==> config.mk <==
export PLATFORM = sky130hd
export DESIGN_NAME = cam_ctrl
export DESIGN_NICKNAME = d
export VERILOG_FILES = /design/src/rtl/cam_pkg.sv /design/src/rtl/cam_rr_arbiter.sv /design/src/rtl/cam_ctrl.sv
export SDC_FILE = /design/constraint.sdc
export NUM_CORES = 1
export LEC_CHECK = 0
export CAP_MARGIN = 25
export CORE_AREA = 2 2 151 182
export CTS_BUF_LIST = sky130_fd_sc_hd__clkbuf_4
export DETAILED_ROUTE_END_ITERATION = 8
export DIE_AREA = 0 0 153 184
export HOLD_SLACK_MARGIN = 0.05
export PLACE_DENSITY = 0.58
export SLEW_MARGIN = 5
export SYNTH_ARGS = -nofsm -noshare
export SYNTH_HDL_FRONTEND = slang
export SYNTH_HIERARCHICAL = 1
export SYNTH_SLANG_ARGS = --single-unit
==> constraint.sdc <==
create_clock -name clk_i -period 5.2 [get_ports clk_i]
set_input_delay 0.78 -clock clk_i [delete_from_list [all_inputs] [get_ports clk_i]]
set_output_delay 0.78 -clock clk_i [all_outputs]
set_load 0.02 [all_outputs]
==> src/rtl/cam_pkg.sv <==
// Shared types for the cam sequencing controller: op codes, FSM states and
// the response flag bundle.
package cam_pkg;

    localparam int OP_WIDTH = 2;

    typedef enum logic [OP_WIDTH-1:0] {
        OP_READ   = 2'b00,
        OP_LOOKUP = 2'b01,
        OP_INSERT = 2'b10,
        OP_DELETE = 2'b11
    } cam_op_e;

    typedef enum logic [2:0] {
        ST_IDLE,
        ST_ISSUE,
        ST_WAIT,
        ST_WRITE,
        ST_RESP
    } cam_ctrl_state_e;

    typedef struct packed {
        logic valid;
        logic hit;
        logic full;
    } cam_resp_t;

    function automatic logic is_search(cam_op_e op);
        return (op == OP_LOOKUP) || (op == OP_INSERT);
    endfunction

endpackage

==> src/rtl/cam_rr_arbiter.sv <==
// Round-robin arbiter: grants the first requester at or after the pointer,
// and moves the pointer past the winner whenever a grant is issued.
module cam_rr_arbiter #(
    parameter int NUM_REQ = 2,
    parameter int IDW     = (NUM_REQ > 1) ? $clog2(NUM_REQ) : 1
) (
    input  logic               clk_i,
    input  logic               rst_ni,
    input  logic [NUM_REQ-1:0] req_i,
    input  logic               grant_en_i,
    output logic [NUM_REQ-1:0] grant_o,
    output logic [IDW-1:0]     grant_idx_o
);

    logic [IDW-1:0] ptr_q;
    logic [IDW-1:0] ptr_d;
    logic [IDW-1:0] cand;
    logic           any_grant;

    always_comb begin
        grant_o     = '0;
        grant_idx_o = '0;
        any_grant   = 1'b0;
        cand        = '0;
        for (int k = 0; k < NUM_REQ; k++) begin
            cand = ((int'(ptr_q) + k) >= NUM_REQ) ? IDW'(int'(ptr_q) + k - NUM_REQ)
                                                  : IDW'(int'(ptr_q) + k);
            if (grant_en_i && !any_grant && req_i[cand]) begin
                any_grant     = 1'b1;
                grant_o[cand] = 1'b1;
                grant_idx_o   = cand;
            end
        end
    end

    assign ptr_d = (grant_idx_o == IDW'(NUM_REQ - 1)) ? '0 : grant_idx_o + 1'b1;

    always_ff @(posedge clk_i or negedge rst_ni) begin
        if (!rst_ni) begin
            ptr_q <= '0;
        end else if (any_grant) begin
            ptr_q <= ptr_d;
        end
    end

endmodule

==> src/rtl/cam_ctrl.sv <==
// Shares one cam between NUM_REQ requesters: READ/LOOKUP/INSERT/DELETE with
// occupancy tracking and insert-if-absent. Optional hit/miss counters: CAM_CTRL_STATS_EN.
module cam_ctrl
    import cam_pkg::*;
#(
    parameter int               WIDTH           = 32,
    parameter int               ADDR_WIDTH      = 5,
    parameter int               HEIGHT          = 32,
    parameter int               NUM_REQ         = 2,
    parameter logic [WIDTH-1:0] INVALID_PATTERN = '0
) (
    input  logic                          clk_i,
    input  logic                          rst_i,
`ifdef CAM_CTRL_STATS_EN
    input  logic                          stat_clear_i,
    output logic [31:0]                   stat_hit_o,
    output logic [31:0]                   stat_miss_o,
`endif
    input  logic [NUM_REQ-1:0]            req_valid_i,
    output logic [NUM_REQ-1:0]            req_ready_o,
    input  logic [NUM_REQ*OP_WIDTH-1:0]   req_op_i,
    input  logic [NUM_REQ*ADDR_WIDTH-1:0] req_index_i,
    input  logic [NUM_REQ*WIDTH-1:0]      req_data_i,
    output logic                          resp_valid_o,
    output logic [$clog2(NUM_REQ)-1:0]    resp_id_o,
    output logic                          resp_hit_o,
    output logic [ADDR_WIDTH-1:0]         resp_index_o,
    output logic [WIDTH-1:0]              resp_data_o,
    output logic                          resp_full_o,
    output logic                          full_o,
    output logic                          cam_read_enable_o,
    output logic [ADDR_WIDTH-1:0]         cam_read_index_o,
    output logic                          cam_write_enable_o,
    output logic [ADDR_WIDTH-1:0]         cam_write_index_o,
    output logic [WIDTH-1:0]              cam_write_data_o,
    output logic                          cam_search_enable_o,
    output logic [WIDTH-1:0]              cam_search_data_o,
    input  logic                          cam_read_valid_i,
    input  logic [WIDTH-1:0]              cam_read_value_i,
    input  logic                          cam_search_valid_i,
    input  logic [ADDR_WIDTH-1:0]         cam_search_index_i
);

    localparam int IDW   = $clog2(NUM_REQ);
    localparam int DEPTH = 1 << ADDR_WIDTH;

    cam_ctrl_state_e       state_q;
    cam_op_e               op_q;
    logic [ADDR_WIDTH-1:0] index_q;
    logic [WIDTH-1:0]      key_q;
    logic [IDW-1:0]        id_q;
    logic [HEIGHT-1:0]     occ_q;
    cam_resp_t             resp_q;
    logic [IDW-1:0]        resp_id_q;
    logic [ADDR_WIDTH-1:0] resp_index_q;
    logic [WIDTH-1:0]      resp_data_q;
    logic                  rd_en_q, wr_en_q, sr_en_q;
    logic [ADDR_WIDTH-1:0] rd_idx_q, wr_idx_q;
    logic [WIDTH-1:0]      wr_data_q, sr_data_q;

    logic [OP_WIDTH-1:0]   op_arr   [NUM_REQ];
    logic [ADDR_WIDTH-1:0] idx_arr  [NUM_REQ];
    logic [WIDTH-1:0]      data_arr [NUM_REQ];
    logic [NUM_REQ-1:0]    grant;
    logic [IDW-1:0]        grant_idx;
    cam_op_e               sel_op;
    logic [ADDR_WIDTH-1:0] sel_index;
    logic [WIDTH-1:0]      sel_key;
    logic                  sel_in_range, idx_in_range, search_hit, full;
    logic [DEPTH-1:0]      occ_ext;
    logic [ADDR_WIDTH-1:0] free_idx;

    for (genvar gi = 0; gi < NUM_REQ; gi++) begin : g_unpack
        assign op_arr[gi]   = req_op_i[gi*OP_WIDTH +: OP_WIDTH];
        assign idx_arr[gi]  = req_index_i[gi*ADDR_WIDTH +: ADDR_WIDTH];
        assign data_arr[gi] = req_data_i[gi*WIDTH +: WIDTH];
    end

    cam_rr_arbiter #(.NUM_REQ(NUM_REQ), .IDW(IDW)) u_arb (
        .clk_i       (clk_i),
        .rst_ni      (rst_i),
        .req_i       (req_valid_i),
        .grant_en_i  (state_q == ST_IDLE),
        .grant_o     (grant),
        .grant_idx_o (grant_idx)
    );

    assign sel_op       = cam_op_e'(op_arr[grant_idx]);
    assign sel_index    = idx_arr[grant_idx];
    assign sel_key      = data_arr[grant_idx];
    assign sel_in_range = {1'b0, sel_index} < (ADDR_WIDTH+1)'(HEIGHT);
    assign idx_in_range = {1'b0, index_q} < (ADDR_WIDTH+1)'(HEIGHT);
    // Zero-extended occupancy so any cam index, even past HEIGHT, reads as free.
    assign occ_ext      = DEPTH'(occ_q);
    assign search_hit   = cam_search_valid_i && occ_ext[cam_search_index_i];
    assign full         = &occ_q;

    always_comb begin
        free_idx = '0;
        for (int i = HEIGHT - 1; i >= 0; i--) begin
            if (!occ_q[i]) free_idx = ADDR_WIDTH'(i);
        end
    end

    always_ff @(posedge clk_i or negedge rst_i) begin
        if (!rst_i) begin
            state_q <= ST_IDLE;  op_q <= OP_READ;  index_q <= '0;  key_q <= '0;
            id_q <= '0;  occ_q <= '0;  resp_q <= '0;  resp_id_q <= '0;
            resp_index_q <= '0;  resp_data_q <= '0;
            rd_en_q <= 1'b0;  rd_idx_q <= '0;  sr_en_q <= 1'b0;  sr_data_q <= '0;
            wr_en_q <= 1'b0;  wr_idx_q <= '0;  wr_data_q <= '0;
        end else begin
            case (state_q)
                ST_IDLE: if (|grant) begin
                    op_q <= sel_op;  index_q <= sel_index;  key_q <= sel_key;
                    id_q <= grant_idx;  state_q <= ST_ISSUE;
                    if (is_search(sel_op)) begin
                        sr_en_q <= 1'b1;  sr_data_q <= sel_key;
                    end else if (sel_in_range && sel_op == OP_READ) begin
                        rd_en_q <= 1'b1;  rd_idx_q <= sel_index;
                    end else if (sel_in_range) begin
                        wr_en_q <= 1'b1;  wr_idx_q <= sel_index;  wr_data_q <= INVALID_PATTERN;
                    end
                end
                ST_ISSUE: begin
                    rd_en_q <= 1'b0;  rd_idx_q <= '0;  sr_en_q <= 1'b0;  sr_data_q <= '0;
                    wr_en_q <= 1'b0;  wr_idx_q <= '0;  wr_data_q <= '0;
                    if (op_q == OP_DELETE) begin
                        if (idx_in_range) occ_q <= occ_q & ~(HEIGHT'(1) << index_q);
                        resp_q <= '{valid: 1'b1, hit: occ_ext[index_q], full: 1'b0};
                        resp_id_q <= id_q;  resp_index_q <= index_q;  state_q <= ST_RESP;
                    end else begin
                        state_q <= ST_WAIT;
                    end
                end
                ST_WAIT: begin
                    resp_id_q <= id_q;
                    if (op_q == OP_READ) begin
                        resp_q       <= '{valid: 1'b1, hit: occ_ext[index_q], full: 1'b0};
                        resp_index_q <= index_q;
                        resp_data_q  <= (idx_in_range && cam_read_valid_i) ? cam_read_value_i : '0;
                        state_q      <= ST_RESP;
                    end else if (search_hit || op_q != OP_INSERT || full) begin
                        resp_q       <= '{valid: 1'b1, hit: search_hit,
                                          full: !search_hit && op_q == OP_INSERT};
                        resp_index_q <= search_hit ? cam_search_index_i : '0;
                        state_q      <= ST_RESP;
                    end else begin
                        wr_en_q <= 1'b1;  wr_idx_q <= free_idx;  wr_data_q <= key_q;
                        state_q <= ST_WRITE;
                    end
                end
                ST_WRITE: begin
                    occ_q        <= occ_q | (HEIGHT'(1) << wr_idx_q);
                    resp_q       <= '{valid: 1'b1, hit: 1'b0, full: 1'b0};
                    resp_index_q <= wr_idx_q;
                    wr_en_q <= 1'b0;  wr_idx_q <= '0;  wr_data_q <= '0;
                    state_q <= ST_RESP;
                end
                ST_RESP: begin
                    resp_q <= '0;  resp_id_q <= '0;  resp_index_q <= '0;  resp_data_q <= '0;
                    state_q <= ST_IDLE;
                end
                default: state_q <= ST_IDLE;
            endcase
        end
    end

`ifdef CAM_CTRL_STATS_EN
    logic [31:0] stat_hit_q, stat_miss_q;
    logic        count_ev;

    assign count_ev = (state_q == ST_WAIT) && is_search(op_q);

    always_ff @(posedge clk_i or negedge rst_i) begin
        if (!rst_i) begin
            stat_hit_q  <= '0;
            stat_miss_q <= '0;
        end else if (stat_clear_i) begin
            stat_hit_q  <= '0;
            stat_miss_q <= '0;
        end else if (count_ev) begin
            if (search_hit && !(&stat_hit_q))   stat_hit_q  <= stat_hit_q + 1'b1;
            if (!search_hit && !(&stat_miss_q)) stat_miss_q <= stat_miss_q + 1'b1;
        end
    end

    assign stat_hit_o  = stat_hit_q;
    assign stat_miss_o = stat_miss_q;
`endif

    assign req_ready_o         = grant;
    assign resp_valid_o        = resp_q.valid;
    assign resp_hit_o          = resp_q.hit;
    assign resp_full_o         = resp_q.full;
    assign resp_id_o           = resp_id_q;
    assign resp_index_o        = resp_index_q;
    assign resp_data_o         = resp_data_q;
    assign full_o              = full;
    assign cam_read_enable_o   = rd_en_q;
    assign cam_read_index_o    = rd_idx_q;
    assign cam_write_enable_o  = wr_en_q;
    assign cam_write_index_o   = wr_idx_q;
    assign cam_write_data_o    = wr_data_q;
    assign cam_search_enable_o = sr_en_q;
    assign cam_search_data_o   = sr_data_q;

endmodule
==> metrics.csv <==
metric,value,unit
status,"complete, no violations",
layout cells sized above 1,7.95,%
Achievable Freq,269,MHz
ys flop type,dfrtp_1,
Iteration-0 DRC Markers,637,
WL/cell,19.4,um
Worst-path clk slew,0.19,ns
Hold Crit Class,in2async,
Initial Utilization,34.8,%
CTS tree,yes,
top-count cell post-synth,dfrtp_1,
WS Path Type,reg2out,
"Hold Violations, Final",0,
maximum root-to-sink buffer count,2,
"CP delay by family, top",simple AND/OR/NAND/NOR gates,
pin count of the biggest net entering global routing,110,
Row Count,65,
Synth-to-Final Area Change,33.0,%
via-per-instance ratio,5.34,
VDD IR max,0.311,mV
grt ovf,0,
critical path capture point type,output port,
final setup TNS,0,ns
Leak Pwr,4.92,nW
unrepaired setup endpoints after global routing,no,
hold_buf cts,0,
crit-path cells,nand4_1 > or2_2 > nand2b_1 > nor3_1 > clkdlybuf4s50_1,
Setup Skew,0.0312,ns
NumNets Final,1230,
MaxCap Viol Count,0,
1st-pass router iterations,6,
register bit count reported by yosys,194,
Syn Std Cell Area,0.00913,sq mm
Post-synth EDFFs,0,
PortBufs,241,
crit path max fanout,8,
# setup viols final,0,
vias in the first global route,7878,
Setup WS pre-CTS,0.986,ns
Vias,7779,
CP max-delay cell,clkdlybuf4s50_1,
ANT nets after route,0,
final RePlAce weighted congestion,0.935,
chip width,153,um
most frequent cells after synthesis,"dfrtp_1, nor2_1, a21oi_1, nand2_1, o21ai_0",
post-CTS setup buffer count,0,
slew margin rel.,34.3,%
period utilisation layout,71.6,%
"Seq/Total Area, Yosys",53.2,%
total power after layout,6.51,mW
post-cts sizing count,0,
Mapped Nets,1022,
async set-reset flop share out of synthesis,100,%
wire length of the first global-routing pass,44.7,mm
Worst Slack Setup Final,1.48,ns
worst-skew pair later-pin latency,0.58,ns
root buffer cell,clkbuf_4,
CTS buffer count,17,
antenna violations before repair,1,
Slew Limit Fails,0,
synth top area cells,"dfrtp_1, mux2i_1, a21oi_1, mux4_2, nor2_1",
I/O Pins,242,
synth unique cells,51,
post-route DRC violation count,0,
Post-Route WL,28.2,mm
hpwl dp,20.1,mm
Power Dens Cells,536,mW/mm^2
Filler cells,2563,
die area,0.0282,sq mm
die height,184,um
Syn. warnings,6,
Synth top area share,53.2,%
Final Hold Slack,0.252,ns
H-tree depth,4,
Worst-Margin Slew,0.983,ns
Post-Synthesis Cells,900,
clock sinks,194,
CP max stage delay,0.70,ns
Worst Path Buf+Inv,1,
Syn Area/Cell,10.1,sq um
Overall Global Routing Usage,20.1,%
CP startpoint kind,register,
"area leader, netlist",dfrtp_1,
crit path DAT,2.94,ns
Core ar.,0.0263,sq mm
Worst Path Required,4.42,ns
Final min period,3.72,ns
-- routing by layer --
metal,global-route usage [%],routed length [um],up-vias
met5,0,0,-
li1,-,-,3627
met1,25.2,11300,3771
met4,7.07,805,0
met2,33.4,13800,328
met3,5.80,2240,53
-- worst paths after layout --
check | start | endpoint | slack, ns | depth (start not counted)
min | rst_i | cam_search_data_o[17] | 0.25 | 1
min reg2reg | cam_search_data_o[24] | cam_search_data_o[24] | 0.50 | 2
max reg2reg | state_q[0] | cam_search_data_o[28] | 1.67 | 11
max | occ_ext[21] | full_o | 1.48 | 5
max in group asynchronous | rst_i | key_q[4] | 3.78 | 2
min in group clk_i | cam_search_data_o[24] | cam_search_data_o[24] | 0.50 | 2
-- cells by family (layout without fill, tap and decap cells) --
family | after synthesis | in the layout | synth area share [%]
AND/OR/NAND/NOR | 265 | 265 | 13.3
buffers and inverters | 114 | 334 | 5.22
other | 0 | 1 | 0
multiplexers | 73 | 73 | 10.5
AO/OA/AOI/OAI | 253 | 253 | 17.7
adder cells (fa/ha/maj) | 1 | 1 | 0.137
flip-flops | 194 | 194 | 53.2
-- placed cells by master, fill, tap and decap left out, types with 4 or more instances in the layout --
| cell type | n |
|---|---|
| mux4_2 | 17 |
| or3_1 | 4 |
| nand2_1 | 68 |
| o21ai_1 | 14 |
| nor3_1 | 14 |
| nor2b_1 | 8 |
| o31ai_1 | 36 |
| and2_1 | 8 |
| nand3_1 | 48 |
| a222oi_1 | 4 |
| dfrtp_1 | 194 |
| inv_8 | 4 |
| a31oi_1 | 8 |
| a22o_1 | 31 |
| mux2i_1 | 46 |
| buf_4 | 10 |
| a21oi_1 | 78 |
| nor2_1 | 78 |
| clkbuf_4 | 17 |
| clkdlybuf4s50_1 | 240 |
| or2_2 | 7 |
| and3_1 | 6 |
| nand2b_1 | 7 |
| o21ai_0 | 54 |
| inv_1 | 49 |
| nand4_1 | 9 |
| mux2_2 | 10 |
-- stage by stage --
step	area, sq um	cells	util [%]
after floorplan	9130	900	-
after global placement	11800	1423	45.1
after detailed placement	11900	1424	45.1
after CTS	12100	1455	46.2
after global routing	12200	1456	46.3
final	12200	1456	46.3
-- registers in the layout (all words and copies together), names as in the netlist, 2 cells and up, named ones only --
| signal | count |
|---|---|
| cam_read_index_o | 5 |
| cam_search_data_o | 32 |
| cam_write_data_o | 32 |
| cam_write_index_o | 5 |
| index_q | 5 |
| key_q | 32 |
| occ_ext | 32 |
| op_q | 2 |
| resp_data_o | 32 |
| resp_index_o | 5 |
| state_q | 3 |
-- worst reg2reg max path: cells and delay by family (launching register included) --
kind / cells / cell delay [ns]
flops: 1 / 0.54
simple gates: 4 / 0.92
buf+inv: 2 / 0.88
fa+ha+maj: 1 / 0.31
compound gates: 3 / 0.38
mux: 1 / 0.43
-- layout make-up --
type,instances,area (sq um),area share [%]
well taps,335,419,3.45
diodes,1,2.50,0.0206
clock buffers,17,128,1.05
flip-flops and latches,194,4850,40.0
repair buffers,254,2540,20.9
clock inverters,14,161,1.33
inverters,49,184,1.51
multi-input cells,592,3860,31.8
-- where the power goes --
group          leakage [nW]  switching (mW)  total [mW]  internal, mW
combinational          2.28            1.85        3.19          1.34
clock                 0.152           0.596       0.820         0.224
sequential             2.49           0.492        2.50          2.01
total                  4.92            2.94        6.51          3.57
Power figures use the tool's default switching activity.
